==> config.mk <==
export PLATFORM = sky130hd
export DESIGN_NAME = acc_postproc_mc_flat
export DESIGN_NICKNAME = d
export VERILOG_FILES = /design/src/rtl/acc_postproc_mc_pkg.sv /design/src/rtl/acc_postproc_mc_if.sv /design/src/rtl/acc_postproc_mc_param_ram.sv /design/src/rtl/acc_postproc_mc.sv /design/src/flat_wrapper.sv
export SDC_FILE = /design/constraint.sdc
export NUM_CORES = 1
export LEC_CHECK = 0
export ABC_AREA = 1
export CAP_MARGIN = 30
export CORE_MARGIN = 1.5
export CORE_UTILIZATION = 40
export CTS_CLUSTER_SIZE = 16
export DETAILED_ROUTE_END_ITERATION = 8
export PLACE_DENSITY = 0.58
export SYNTH_ARGS = -nofsm -noshare
export SYNTH_HDL_FRONTEND = slang
export SYNTH_HIERARCHICAL = 1
export SYNTH_SLANG_ARGS = --single-unit
==> constraint.sdc <==
create_clock -name clk -period 8.1 [get_ports clk]
set_input_delay 0.81 -clock clk [delete_from_list [all_inputs] [get_ports clk]]
set_output_delay 0.81 -clock clk [all_outputs]
set_load 0.005 [all_outputs]
==> src/rtl/acc_postproc_mc_pkg.sv <==
// acc_pp_pkg: activation codes and saturate/round helpers shared by the post-accumulation stage
package acc_pp_pkg;
  localparam int ACT_NONE  = 0;
  localparam int ACT_RELU  = 1;
  localparam int ACT_RELU6 = 2;
  localparam int ACT_LEAKY = 3;
  function automatic logic signed [63:0] sat_signed(input logic signed [63:0] v, input int w);
    logic signed [63:0] mx, mn;
    mx = (64'sd1 <<< (w - 1)) - 64'sd1;
    mn = -(64'sd1 <<< (w - 1));
    return v > mx ? mx : v < mn ? mn : v;
  endfunction
  function automatic logic signed [63:0] round_shift(input logic signed [63:0] v, input int l);
    return l == 0 ? v : (v + (64'sd1 <<< (l - 1))) >>> l;
  endfunction
endpackage

==> src/rtl/acc_postproc_mc_if.sv <==
// acc_postproc_mc_if: accumulator stream, parameter write port and result stream
interface acc_postproc_mc_if #(
  parameter int ACC_WIDTH = 40,
  parameter int CH_AW     = 4,
  parameter int DOUT_DW   = 16
);
  logic                 in_valid;
  logic                 in_ready;
  logic [ACC_WIDTH-1:0] acc_in;
  logic                 ch_clear;
  logic                 param_we;
  logic [CH_AW-1:0]     param_addr;
  logic [31:0]          param_wdata;
  logic                 out_valid;
  logic                 out_ready;
  logic [DOUT_DW-1:0]   out_data;
  logic [CH_AW-1:0]     out_ch;
  logic                 out_last;
  modport master (
    output in_valid, acc_in, ch_clear, param_we, param_addr, param_wdata, out_ready,
    input  in_ready, out_valid, out_data, out_ch, out_last
  );
  modport slave (
    input  in_valid, acc_in, ch_clear, param_we, param_addr, param_wdata, out_ready,
    output in_ready, out_valid, out_data, out_ch, out_last
  );
endinterface

==> src/rtl/acc_postproc_mc_param_ram.sv <==
// acc_pp_param_ram: NUM_CH x 32 parameter table, one write port and one enabled synchronous read port
module acc_pp_param_ram #(
  parameter int NUM_CH = 16,
  parameter int CH_AW  = 4
) (
  input  logic             clk,
  input  logic             we_i,
  input  logic [CH_AW-1:0] waddr_i,
  input  logic [31:0]      wdata_i,
  input  logic             re_i,
  input  logic [CH_AW-1:0] raddr_i,
  output logic [31:0]      rdata_o
);
  localparam int AW = NUM_CH > 1 ? $clog2(NUM_CH) : 1;
  logic [31:0] mem_q [NUM_CH];
  always_ff @(posedge clk) begin
    if (we_i && int'(waddr_i) < NUM_CH) mem_q[waddr_i[AW-1:0]] <= wdata_i;
    if (re_i) rdata_o <= int'(raddr_i) < NUM_CH ? mem_q[raddr_i[AW-1:0]] : '0;
  end
endmodule

==> src/rtl/acc_postproc_mc.sv <==
// acc_postproc_mc: round-robin multi-channel bias/batch-norm, round, saturate and activation stage
module acc_postproc_mc import acc_pp_pkg::*; #(
  parameter int NUM_CH     = 16,
  parameter int CH_AW      = 4,
  parameter int ACC_WIDTH  = 40,
  parameter int Q          = 8,
  parameter int DIN_Q      = 6,
  parameter int DOUT_DW    = 16,
  parameter int DOUT_Q     = 6,
  parameter int BIAS_DW    = 16,
  parameter int BN         = 0,
  parameter int MID_Q      = 13,
  parameter int BN_SCALE_Q = 13,
  parameter int BN_BIAS_Q  = 13,
  parameter int ACT        = ACT_NONE
) (
  input logic clk,
  input logic rst,
  acc_postproc_mc_if.slave bus
);
  localparam int SW  = BN != 0 ? 33 : ACC_WIDTH + 1;
  localparam int L   = BN != 0 ? MID_Q + BN_SCALE_Q - DOUT_Q : Q + DIN_Q - DOUT_Q;
  localparam int MSH = Q + DIN_Q - MID_Q;
  localparam int BSH = MID_Q + BN_SCALE_Q - BN_BIAS_Q;
  localparam logic [CH_AW-1:0] LAST = CH_AW'(NUM_CH - 1);
  localparam logic signed [DOUT_DW-1:0] ZERO = '0;
  localparam logic signed [DOUT_DW-1:0] SIX = DOUT_DW'(6 << DOUT_Q);
  logic en, acc_en;
  logic [CH_AW-1:0] cnt_q, cnt_d, ch1_q, ch2_q, ch3_q, out_ch_q;
  logic [2:0] v_q;
  logic signed [ACC_WIDTH-1:0] acc_q;
  logic [31:0] par;
  logic signed [15:0] mid, bnb_q;
  logic signed [31:0] prod;
  logic signed [63:0] s2_64, s3_64, r64;
  logic signed [SW-1:0] s2_q, s2_d, s3_q, s3_d;
  logic signed [DOUT_DW-1:0] sv, lk, act_d, out_data_q;
  logic out_valid_q, out_last_q;
  assign en            = ~(out_valid_q & ~bus.out_ready);
  assign bus.in_ready  = en;
  assign bus.out_valid = out_valid_q;
  assign bus.out_data  = out_data_q;
  assign bus.out_ch    = out_ch_q;
  assign bus.out_last  = out_last_q;
  acc_pp_param_ram #(.NUM_CH(NUM_CH), .CH_AW(CH_AW)) u_ram (
    .clk(clk), .we_i(bus.param_we), .waddr_i(bus.param_addr), .wdata_i(bus.param_wdata),
    .re_i(en), .raddr_i(cnt_q), .rdata_o(par)
  );
  always_comb begin
    acc_en = bus.in_valid & en;
    cnt_d  = bus.ch_clear ? '0 : !acc_en ? cnt_q : cnt_q == LAST ? '0 : cnt_q + 1'b1;
    mid    = 16'(sat_signed(64'(acc_q) >>> MSH, 16));
    prod   = 32'(mid) * 32'(signed'(par[15:0]));
    s2_64  = BN != 0 ? 64'(prod) : 64'(acc_q) + (64'(signed'(par[BIAS_DW-1:0])) <<< DIN_Q);
    s2_d   = SW'(s2_64);
    s3_64  = BN != 0 ? 64'(s2_q) + (64'(bnb_q) <<< BSH) : 64'(s2_q);
    s3_d   = SW'(s3_64);
    r64    = sat_signed(round_shift(64'(s3_q), L), DOUT_DW);
    sv     = DOUT_DW'(r64);
    lk     = sv >>> 3;
    act_d  = ACT == ACT_RELU  ? (sv[DOUT_DW-1] ? ZERO : sv)
           : ACT == ACT_RELU6 ? (sv[DOUT_DW-1] ? ZERO : sv > SIX ? SIX : sv)
           : ACT == ACT_LEAKY ? (sv[DOUT_DW-1] ? lk : sv) : sv;
  end
  always_ff @(posedge clk) begin
    if (rst) begin
      cnt_q       <= '0;
      v_q         <= '0;
      out_valid_q <= 1'b0;
      out_data_q  <= '0;
      out_ch_q    <= '0;
      out_last_q  <= 1'b0;
    end else begin
      cnt_q <= cnt_d;
      if (en) begin
        v_q         <= {v_q[1:0], acc_en};
        acc_q       <= bus.acc_in;
        ch1_q       <= cnt_q;
        ch2_q       <= ch1_q;
        ch3_q       <= ch2_q;
        s2_q        <= s2_d;
        bnb_q       <= par[31:16];
        s3_q        <= s3_d;
        out_valid_q <= v_q[2];
        out_data_q  <= act_d;
        out_ch_q    <= ch3_q;
        out_last_q  <= ch3_q == LAST;
      end
    end
  end
endmodule

==> src/flat_wrapper.sv <==
// flat-port wrapper written by rule: the top's interface ports become plain ports
module acc_postproc_mc_flat import acc_pp_pkg::*;
#(
  parameter int NUM_CH     = 16,
  parameter int CH_AW      = 4,
  parameter int ACC_WIDTH  = 40,
  parameter int Q          = 8,
  parameter int DIN_Q      = 6,
  parameter int DOUT_DW    = 16,
  parameter int DOUT_Q     = 6,
  parameter int BIAS_DW    = 16,
  parameter int BN         = 0,
  parameter int MID_Q      = 13,
  parameter int BN_SCALE_Q = 13,
  parameter int BN_BIAS_Q  = 13,
  parameter int ACT        = ACT_NONE
)
  (clk, rst, bus_in_valid, bus_acc_in, bus_ch_clear, bus_param_we, bus_param_addr, bus_param_wdata, bus_out_ready, bus_in_ready, bus_out_valid, bus_out_data, bus_out_ch, bus_out_last);
  acc_postproc_mc_if #(.ACC_WIDTH(ACC_WIDTH), .CH_AW(CH_AW), .DOUT_DW(DOUT_DW)) bus_i ();
  input logic clk;
  input logic rst;
  input wire logic [$bits(bus_i.in_valid)-1:0] bus_in_valid;
  input wire logic [$bits(bus_i.acc_in)-1:0] bus_acc_in;
  input wire logic [$bits(bus_i.ch_clear)-1:0] bus_ch_clear;
  input wire logic [$bits(bus_i.param_we)-1:0] bus_param_we;
  input wire logic [$bits(bus_i.param_addr)-1:0] bus_param_addr;
  input wire logic [$bits(bus_i.param_wdata)-1:0] bus_param_wdata;
  input wire logic [$bits(bus_i.out_ready)-1:0] bus_out_ready;
  output wire logic [$bits(bus_i.in_ready)-1:0] bus_in_ready;
  output wire logic [$bits(bus_i.out_valid)-1:0] bus_out_valid;
  output wire logic [$bits(bus_i.out_data)-1:0] bus_out_data;
  output wire logic [$bits(bus_i.out_ch)-1:0] bus_out_ch;
  output wire logic [$bits(bus_i.out_last)-1:0] bus_out_last;
  assign bus_i.in_valid = bus_in_valid;
  assign bus_i.acc_in = bus_acc_in;
  assign bus_i.ch_clear = bus_ch_clear;
  assign bus_i.param_we = bus_param_we;
  assign bus_i.param_addr = bus_param_addr;
  assign bus_i.param_wdata = bus_param_wdata;
  assign bus_i.out_ready = bus_out_ready;
  assign bus_in_ready = bus_i.in_ready;
  assign bus_out_valid = bus_i.out_valid;
  assign bus_out_data = bus_i.out_data;
  assign bus_out_ch = bus_i.out_ch;
  assign bus_out_last = bus_i.out_last;
  acc_postproc_mc #(.NUM_CH(NUM_CH), .CH_AW(CH_AW), .ACC_WIDTH(ACC_WIDTH), .Q(Q), .DIN_Q(DIN_Q), .DOUT_DW(DOUT_DW), .DOUT_Q(DOUT_Q), .BIAS_DW(BIAS_DW), .BN(BN), .MID_Q(MID_Q), .BN_SCALE_Q(BN_SCALE_Q), .BN_BIAS_Q(BN_BIAS_Q), .ACT(ACT)) u_core (.clk(clk), .rst(rst), .bus(bus_i));
endmodule
==> results.cfg <==
[clock_tree]
clk_latency_ns = 0.59
cts.reportedPaths.clkPinSlew_ns = 0.06
cts_root_buffer = clkbuf_16
clock_path_buffers = 3
cts_tree = built
cts.sinks = 415
ctsResizeCount = 0
cts_buffers = 46
cts_hold_repair.buffers = 0
post_cts_buffers = 0
h-tree-depth = 2

[floorplan]
die_h_um = 225
ios = 105
start_util_pct = 40.3
num_rows = 81
die_x_um = 225
core-area_um2 = 48700
die_area_um2 = 50500

[route]
totalWireLength_mm = 45.1
vias_per_cell = 4.84
firstDrtPassIters = 5
drcViolationCount = 0
vias = 13200
wl_per_cell_um = 16.5
postRouteAntennaNets = 0
drt_iter0_drc = 977

[setup_path]
setup.worst_path.end_class = primary output
worst_path_most_repeated_cell = clkdlybuf4s50_1
critPathSlowestCell = nor2_1
crit_type = in2out
crit_chain = clkdlybuf4s50_1 -> nor2_1 -> inv_1 -> clkdlybuf4s50_1
start_kind = input pin
reg2reg_slack_ns = 5.02
critPathRequiredTime_ns = 7.29
crit_arrival_ns = 2.40
cp_slowest_stage_delay_ns = 0.60
cp_max_fo = 12

[final_layout]
layout_common_cells = nand2_1 (549), edfxtp_1 (386), inv_1 (262)
layout_commonest_cell = nand2_1
fillers = 4504
finalNonFillerCells = 2730
area_growth_pct = 14.2
fin_nets = 2151
drive_above_1_share_pct = 7.50
antennaDiodeCount = 0

[placement]
portBuffers = 82
placedCellCount = 2649
gp_congestion = 0.849
place.detailed.hpwl_mm = 28.5

[run]
maxCapViolCount = 0

[sta]
relSlewSlack_pct = 33.5
rsz0062_at_grt = no
finClkSkew_ns = 0.0234
slew_viol_final = 0
max_freq_mhz = 311
worst_pin_slew_ns = 0.995
min_period_over_period_pct = 39.7
hold_viol_final = 0
setup_violations = 0
tns_ns = 0
fin_crit_ns = 3.21

[grt]
track_usage_pct = 18.1
first_global_vias = 12500
grt_antenna_before_repair = 1
grt-ovfl-total = 0
grt_max_degree = 79
grt_pass1_wl_mm = 69.7

[logic_synthesis]
synthCells = 1970
syn_area_um2 = 19600
synth_fp_nets = 2088
ys_warn_count = 6
syn_avg_cell_area_um2 = 9.97

[pwr]
total_power_uw = 5140
power.static_leakage_uw = 0.00910
power_density_nw_per_um2 = 229
ir_drop_mv = 0.172

[status]
status = complete, no violations

[min_path]
holdCritPathClass = reg2reg
[where the power goes]
| part | total (uW) | leakage (uW) | switching [uW] | internal (uW) |
|---|---|---|---|---|
| Clock | 2070 | 0.000749 | 858 | 1220 |
| Sequential | 2550 | 0.00384 | 60.1 | 2490 |
| Combinational | 515 | 0.00451 | 321 | 194 |
[state kept, by name, summed over array words and instances, names as in the netlist, 3 cells and up]
register,cells
u_core/acc_q,34
u_core/bus.out_ch,4
u_core/bus.out_data,16
u_core/ch1_q,4
u_core/ch2_q,4
u_core/ch3_q,4
u_core/cnt_q,4
u_core/s2_q,34
u_core/s3_q,34
u_core/u_ram/mem_q,256
u_core/u_ram/rdata_o,16
u_core/v_q,3
[per-stage QoR]
| step | util, % | setup WS [ns] | area [um2] | hold slack [ns] |
|---|---|---|---|---|
| 2_1_floorplan | - | 1.73 | 19600 | 0.400 |
| 3_3_place_gp | 42.8 | 4.84 | 20900 | 0.404 |
| 3_5_place_dp | 42.9 | 4.82 | 20900 | 0.405 |
| 4_1_cts | 46.0 | 4.86 | 22400 | 0.416 |
| 5_1_grt | 46.0 | 4.69 | 22400 | 0.422 |
| 6_report | 46.0 | 4.89 | 22400 | 0.417 |
[layer usage]
metal	vias up	wire length (um)	track usage (%)	share of wire [%]
met2	328	20900	29.5	46
met5	-	11	0	0.024
met3	72	2350	2.56	5.2
li1	6576	-	-	-
met4	2	1180	6.06	2.6
met1	6238	20600	24.8	46
[worst paths after layout]
kind	depth (start not counted)	startpoint	to
worst min register to register	0	u_core/s2_q[29]$_DFFE_PP_	u_core/s3_q[29]$_DFFE_PP_
worst min-delay path	0	u_core/s2_q[29]$_DFFE_PP_	u_core/s3_q[29]$_DFFE_PP_
worst max register to register	10	u_core/u_ram/rdata_o[0]$_DFFE_PP_	u_core/s2_q[40]$_DFFE_PP_
worst max-delay path	4	bus_out_ready	bus_in_ready
[layout make-up]
type                       count  area [um2]  area share (%)
sequential                   415       12200            54.3
multi-input combinational   1192        5820            26.0
clock buffer                  58        1310            5.82
timing repair buffer         109        1060            4.74
inverter                     269        1010            4.51
tap                          664         831            3.70
clock inverter                23         225            1.00
[critical path, delay by kind of cell]
family	cells	cell delay [ns]
simple gates	1	0.60
buf+inv	3	0.99
Note: power is estimated with default switching activity, not from simulation.
==> RTL change (same flow settings) <==
`ACC_WIDTH` is set to 40 in 3 places; all go to 80.
--- a/src/rtl/acc_postproc_mc_if.sv
+++ b/src/rtl/acc_postproc_mc_if.sv
@@ -2,3 +2,3 @@
 interface acc_postproc_mc_if #(
-  parameter int ACC_WIDTH = 40,
+  parameter int ACC_WIDTH = 80,
   parameter int CH_AW     = 4,
--- a/src/rtl/acc_postproc_mc.sv
+++ b/src/rtl/acc_postproc_mc.sv
@@ -4,3 +4,3 @@
   parameter int CH_AW      = 4,
-  parameter int ACC_WIDTH  = 40,
+  parameter int ACC_WIDTH  = 80,
   parameter int Q          = 8,
--- a/src/flat_wrapper.sv
+++ b/src/flat_wrapper.sv
@@ -5,3 +5,3 @@
   parameter int CH_AW      = 4,
-  parameter int ACC_WIDTH  = 40,
+  parameter int ACC_WIDTH  = 80,
   parameter int Q          = 8,
Interface: changed (resized bus_acc_in); port bits go from 105 to 145. No check against the original RTL was run, so the function may have changed too.
==> RTL change against the original RTL <==
  * Wire length is 37% higher
  * Setup slack got worse by 0.096 ns
  * Hold slack worse by 0.0047 ns
  * Sequential cell count grew 70
  * Die area grew 23%
  * Final area rose by 24%
  * Register-to-register slack got worse by 0.20 ns
  * Maximum frequency down 2.9%
  * Area after synthesis up 24%
  * Total power is 22% higher
  * Largest cell class unchanged
==> RTL change: results <==
{
  "status": "complete, no violations",
  "gp_congestion": 0.895,
  "grtUsageMet3_pct": 2.65,
  "place_inst": 3390,
  "clock_skew_ns": 0.0567,
  "portBuffers": 106,
  "num-fill-cells": 5765,
  "dr.pass1.iters": 7,
  "met2_usage_pct": 34.2,
  "dpl_cell_area_um2": 25900,
  "hp-start": "u_core/s2_q[52]",
  "cpPeakStageDelay_ns": 0.62,
  "fin_area_um2": 27700,
  "insertion_delay_ns": 0.63,
  "wirelength_met1_mm": 26.7,
  "place_ws_ns": 4.76,
  "critical-path-top-delay-family": "buffers and inverters",
  "antenna_found_initial": 0,
  "peakVddDrop_uv": 183,
  "place_hpwl_mm": 43.0,
  "dr_wl_met2_mm": 30.3,
  "holdWs_ns": 0.413,
  "cp.arrival_ns": 2.50,
  "tightest_slew_ns": 1.15,
  "top_layer_used": "met4",
  "rr_worst_depth": 13,
  "grt_max_degree": 185,
  "p_leak_nw": 11.2,
  "routed_wl_mm": 61.7,
  "final_layout_size_suffix_gt1_share_pct": 5.48,
  "grt_first_pass_wirelength_mm": 94.3,
  "p_int_mw": 4.71,
  "numCtsBuffers": 51,
  "netlist_instances": 2568,
  "grtUsageMet1_pct": 25.4,
  "r2r-end": "u_core/s2_q[51]",
  "drt-initial-drc-count": 1158,
  "r2r_start": "u_core/u_ram/rdata_o[1]"
}
## RTL change: cell type report
cell class | instances | area share (%)
Inverter | 348 | 4.72
Clock buffer | 59 | 4.75
Timing Repair Buffer | 135 | 4.70
Sequential cell | 485 | 51.5
Tap cell | 782 | 3.53
Multi-Input combinational cell | 1640 | 29.1
Antenna cell | 1 | 0.00903
Clock inverter | 35 | 1.69
## RTL change: how the worst max path moves through the flow
stage                     slack [ns]          endpoint
after floorplan                 1.81  u_core/acc_q[10]
after global placement          4.76      bus_in_ready
after detailed placement        4.76      bus_in_ready
after CTS                       4.76      bus_in_ready
after global routing            4.59      bus_in_ready
final                           4.79      bus_in_ready
## RTL change: power groups by stage
stage | clock, mW | sequential (mW) | combinational (mW)
final | 2.44 | 3.05 | 0.804
after global routing | 2.59 | 3.07 | 0.900
after CTS | 2.50 | 3.05 | 0.805
after detailed placement | 0 | 3.10 | 0.802
after global placement | 0 | 3.10 | 0.798
after floorplan | 0 | 3.07 | 0.544
